**src/rtl/pingpong_scheduler.sv**
```systemverilog
// Ping-pong frame scheduler: splits a frame into packets of beats and steers each
// group of PP_GROUP packets alternately to OUT1/OUT2, generating TKEEP/TLAST per beat.
module pingpong_scheduler #(
  parameter int DW = 512
) (
  input  logic            clk,
  input  logic            resetn,
  input  logic [31:0]     FRAME_SIZE,
  input  logic [31:0]     PACKET_SIZE,
  input  logic [31:0]     PP_GROUP,
  input  logic            start,
  input  logic            beat_fire,
  output logic            busy,
  output logic            route_sel,
  output logic [DW/8-1:0] beat_keep,
  output logic            beat_last,
  output logic            frame_done,
  output logic            cfg_err,
  output logic [31:0]     pkt_count,
  output logic [1:0]      dbg_state
);

  localparam int          KW         = DW / 8;
  localparam logic [31:0] BEAT_BYTES = 32'(KW);

  typedef enum logic [1:0] {
    IDLE = 2'd0,
    RUN  = 2'd1,
    DONE = 2'd2
  } state_t;

  // Handshake: beat_fire is the already-qualified TVALID & TREADY of the switch
  // input; every output describing the current beat is a function of registered
  // state only, so it is stable for the whole cycle the beat is offered.
  state_t      state_q, state_d;
  logic [31:0] packet_q, packet_d;
  logic [31:0] pp_group_q, pp_group_d;
  logic [31:0] frame_rem_q, frame_rem_d;
  logic [31:0] pkt_rem_q, pkt_rem_d;
  logic [31:0] grp_cnt_q, grp_cnt_d;
  logic [31:0] pkt_count_q, pkt_count_d;
  logic        route_sel_q, route_sel_d;
  logic        cfg_err_q, cfg_err_d;
  logic [31:0] frame_after;

  always_comb begin
    state_d     = state_q;
    packet_d    = packet_q;
    pp_group_d  = pp_group_q;
    frame_rem_d = frame_rem_q;
    pkt_rem_d   = pkt_rem_q;
    grp_cnt_d   = grp_cnt_q;
    pkt_count_d = pkt_count_q;
    route_sel_d = route_sel_q;
    cfg_err_d   = 1'b0;
    frame_after = frame_rem_q - pkt_rem_q;

    case (state_q)
      IDLE: begin
        if (start) begin
          if ((FRAME_SIZE != 32'd0) && (PACKET_SIZE != 32'd0) && (PP_GROUP != 32'd0)) begin
            packet_d    = PACKET_SIZE;
            pp_group_d  = PP_GROUP;
            frame_rem_d = FRAME_SIZE;
            pkt_rem_d   = (PACKET_SIZE < FRAME_SIZE) ? PACKET_SIZE : FRAME_SIZE;
            grp_cnt_d   = 32'd0;
            pkt_count_d = 32'd0;
            route_sel_d = 1'b0;
            state_d     = RUN;
          end else begin
            cfg_err_d = 1'b1;
          end
        end
      end
      RUN: begin
        if (beat_fire) begin
          if (pkt_rem_q > BEAT_BYTES) begin
            pkt_rem_d   = pkt_rem_q - BEAT_BYTES;
            frame_rem_d = frame_rem_q - BEAT_BYTES;
          end else begin
            // frame_rem >= pkt_rem always holds, so frame_after cannot wrap
            frame_rem_d = frame_after;
            pkt_rem_d   = (packet_q < frame_after) ? packet_q : frame_after;
            pkt_count_d = pkt_count_q + 32'd1;
            if (grp_cnt_q + 32'd1 == pp_group_q) begin
              grp_cnt_d   = 32'd0;
              route_sel_d = ~route_sel_q;
            end else begin
              grp_cnt_d = grp_cnt_q + 32'd1;
            end
            if (frame_after == 32'd0) state_d = DONE;
          end
        end
      end
      DONE:    state_d = IDLE;
      default: state_d = IDLE;
    endcase
  end

  always_ff @(posedge clk or negedge resetn) begin
    if (!resetn) begin
      state_q     <= IDLE;
      packet_q    <= 32'd0;
      pp_group_q  <= 32'd0;
      frame_rem_q <= 32'd0;
      pkt_rem_q   <= 32'd0;
      grp_cnt_q   <= 32'd0;
      pkt_count_q <= 32'd0;
      route_sel_q <= 1'b0;
      cfg_err_q   <= 1'b0;
    end else begin
      state_q     <= state_d;
      packet_q    <= packet_d;
      pp_group_q  <= pp_group_d;
      frame_rem_q <= frame_rem_d;
      pkt_rem_q   <= pkt_rem_d;
      grp_cnt_q   <= grp_cnt_d;
      pkt_count_q <= pkt_count_d;
      route_sel_q <= route_sel_d;
      cfg_err_q   <= cfg_err_d;
    end
  end

  always_comb begin
    beat_keep = '0;
    for (int i = 0; i < KW; i++) begin
      beat_keep[i] = (state_q == RUN) && (32'(i) < pkt_rem_q);
    end
  end

  assign busy       = (state_q != IDLE);
  assign route_sel  = route_sel_q;
  assign beat_last  = (state_q == RUN) && (pkt_rem_q <= BEAT_BYTES);
  assign frame_done = (state_q == DONE);
  assign cfg_err    = cfg_err_q;
  assign pkt_count  = pkt_count_q;
  assign dbg_state  = state_q;

endmodule

```
**config.mk**
```make
export PLATFORM = sky130hd
export DESIGN_NAME = pingpong_scheduler
export DESIGN_NICKNAME = d
export VERILOG_FILES = /design/src/rtl/pingpong_scheduler.sv
export SDC_FILE = /design/constraint.sdc
export NUM_CORES = 1
export LEC_CHECK = 0
export CAP_MARGIN = 20
export CORE_MARGIN = 1.5
export CORE_UTILIZATION = 40
export CTS_CLUSTER_SIZE = 10
export DETAILED_ROUTE_END_ITERATION = 12
export SLEW_MARGIN = 30
export SYNTH_ARGS = -nofsm -noshare
export SYNTH_HDL_FRONTEND = slang
export SYNTH_SLANG_ARGS = --single-unit
```
**constraint.sdc**
```tcl
create_clock -name clk -period 5.5 [get_ports clk]
set_input_delay 1.1 -clock clk [delete_from_list [all_inputs] [get_ports clk]]
set_output_delay 1.1 -clock clk [all_outputs]
set_load 0.02 [all_outputs]
```
==> reports/results.ini <==
[status]
outcome=complete, no violations

[yosys]
synth-async-reset-ratio=1.00
syn_inst=2039
synth.area.top_cells=dfrtp_1 31%, nand2_1 8.1%, ha_1 7.8%
synth-seq-cells=196
synth_top_area_frac=0.311
synth_edf_count=0
yosysWarnings=0
synthesis.nets=2238
ys_seq_area_frac=0.311
synth_area_leader_cell=dfrtp_1
synth_flop_cell=dfrtp_1
synth.distinct_cells=80
syn-cell-area_um2=15800
syn_avg_cell_area_um2=7.73

[routing]
drt_wl_total_um=56800
drtAntennaViolNets=0
wl_per_cell_um=20.8
drc=0
viasPerCell=5.90
vias=16100
drt_pass1_iterations=5
drt_iter0_drc=1343

[sta]
fin_crit_sh=0.960
setup_viol=0
hold_viol=0
final_max_slew_viol_count=0
tightestPinTransition_ns=0.983
slew-limit-headroom=0.343
fin_setup_tns_ns=0
rsz0062_at_grt=no
skew_ns=0.00746
max_freq_ghz=0.189
fin_ws_ns=0.223
period_needed_ns=5.28

[cts]
cts_hold_buf=0
numCtsBuffers=17
cts_setup_buffers=0
postCtsResizedCells=0
clock_latency_ns=0.47
cts_buffer_depth=2
clkSinkCount=196
htreeDepth=4
path_clk_slew_ns=0.08
cts_root_buffer=clkbuf_16
cts_tree=built

[placement]
dp_hpwl_um=43500
place_congestion=0.968
io_buffers=202
pre_cts_ws_ns=0.269

[global_route]
track_usage=0.276
grt_max_degree=122
grt_pass1_wl_um=87800
grtUsageMet2=0.430
busiest_layer=met2
grt_use_met3=0.0484
overflow=0
use_met1=0.389
antenna_found_initial=0
grt_pass1_vias=14900

[floorplanning]
core_um2=38700
initial_core_util=0.407
die_h_um=202
die_x_um=202
dieArea_um2=40600
io_pins=203
rows=72

[worst_setup_path]
cpPeakStageDelay_ns=0.65
reg2reg_from=frame_rem_q[0]
cp-start-kind=flip-flop
worstRegToRegCells=24
path_max_fanout=26
critPathKind=reg2out
reg2reg_slack_ns=0.40
crit_slowest_cell=or4_1
endpoint=beat_keep[16]
crit_start=pkt_rem_q[22]
crit_path_end_kind=output port
worstPathArrival_ns=4.18
cp_common_cell=buf_4
cp_cell_sequence=or4_1 > nor4_2 > nand4_1 > buf_4 > or2_2 > o21ai_1 > buf_4 > inv_1 > nor2_1 > o31ai_1 > clkdlybuf4s50_1
critical_path_required_ns=4.40
r2r_end=pkt_rem_q[8]

[final_layout]
final_common_cell=nand2_1
multi_input_area_um2=10000
fin_nets=2397
diodes=0
syn2layout_area_growth_pct=20.8
layout_common_cells=340 x nand2_1, 201 x clkdlybuf4s50_1, 196 x dfrtp_1
fillers=3862
final-seq-area_um2=4900
layout-drive-gt1-share=0.0547

[hold_path]
hold_path_class=reg2reg
hold_start=frame_rem_q[3]

[power]
peakVddDrop_mv=0.199
p_per_area_nw_per_um2=279
total_leakage_power_nw=8.35

[job]
cap_violations=0

## power by group
group / switching (W) / internal [W]
Clock: 0.000639 / 0.000596
Combinational: 0.00141 / 0.000965
Sequential: 0.000154 / 0.00154
## cell families after synthesis
group                    synth area share
adder cells (fa/ha/maj)            0.0791
XOR/XNOR                           0.0656
multiplexers                       0.0200
buffers and inverters              0.0575
flip-flops                          0.311
AND/OR/NAND/NOR                     0.243
AO/OA/AOI/OAI                       0.224
## how the worst min path moves through the flow
stage               slack (ns)        endpoint  cells past startpoint
finish                    0.50  frame_rem_q[3]                      2
global route              0.53  frame_rem_q[2]                      2
CTS                       0.51   grp_cnt_q[31]                      1
detailed placement        0.49  pp_group_q[13]                      2
global placement          0.48  pp_group_q[10]                      2
floorplan                 0.46  frame_rem_q[2]                      2
## per-stage QoR
| step | utilization | area [um^2] | power, W | instances | hold WS, ns |
|---|---|---|---|---|---|
| floorplan | - | 15800 | 0.00310 | 2039 | 0.456 |
| global placement | 0.477 | 18500 | 0.00400 | 2697 | 0.482 |
| detailed placement | 0.477 | 18500 | 0.00402 | 2697 | 0.486 |
| CTS | 0.491 | 19000 | 0.00527 | 2729 | 0.506 |
| global route | 0.491 | 19000 | 0.00562 | 2729 | 0.528 |
| finish | 0.491 | 19000 | 0.00531 | 2729 | 0.500 |
## sequential cells by signal (all words and copies together) (netlist names)
name         cells
cfg_err          1
dbg_state        2
frame_rem_q     32
grp_cnt_q       32
packet_q        32
pkt_count       32
pkt_rem_q       32
pp_group_q      32
route_sel        1
## layout make-up
cell class | count | area share
flip-flops and latches | 196 | 0.258
well taps | 518 | 0.0340
inverters | 111 | 0.0219
repair buffers | 255 | 0.131
multi-input cells | 1617 | 0.526
clock inverters | 13 | 0.00631
clock buffers | 19 | 0.0227
## per-layer routing
layer / part of all wire / vias up
met2: 0.45 / 644
met1: 0.45 / 7753
met3: 0.072 / 64
met4: 0.023 / 0
li1: - / 7648
met5: 0 / -
## cells in the mapped netlist (8+ instances only)
library cell,count
a211oi_1,40
a21o_1,40
a21oi_1,151
a31oi_1,14
and2_1,12
and3_1,16
and4_1,14
buf_1,11
clkbuf_1,87
dfrtp_1,196
ha_1,98
inv_1,111
mux2i_1,27
nand2_1,341
nand3_1,46
nand4_1,53
nor2_1,155
nor2b_1,9
nor3_1,43
nor4_1,52
o211ai_1,18
o21ai_0,135
o21ai_1,32
o21bai_1,8
o221ai_1,14
o22ai_1,11
o31ai_1,28
or2_2,8
or3_1,17
or4_1,8
xnor2_1,56
xor2_1,62
## worst max-delay path: cells and delay by family (launching register included)
family	cells	cell delay, ns
DFF	1	0.44
AOI/OAI and AO/OA	2	0.24
buffers and inverters	4	1.19
and+or+nand+nor	5	1.82
Power figures use the tool's default switching activity.
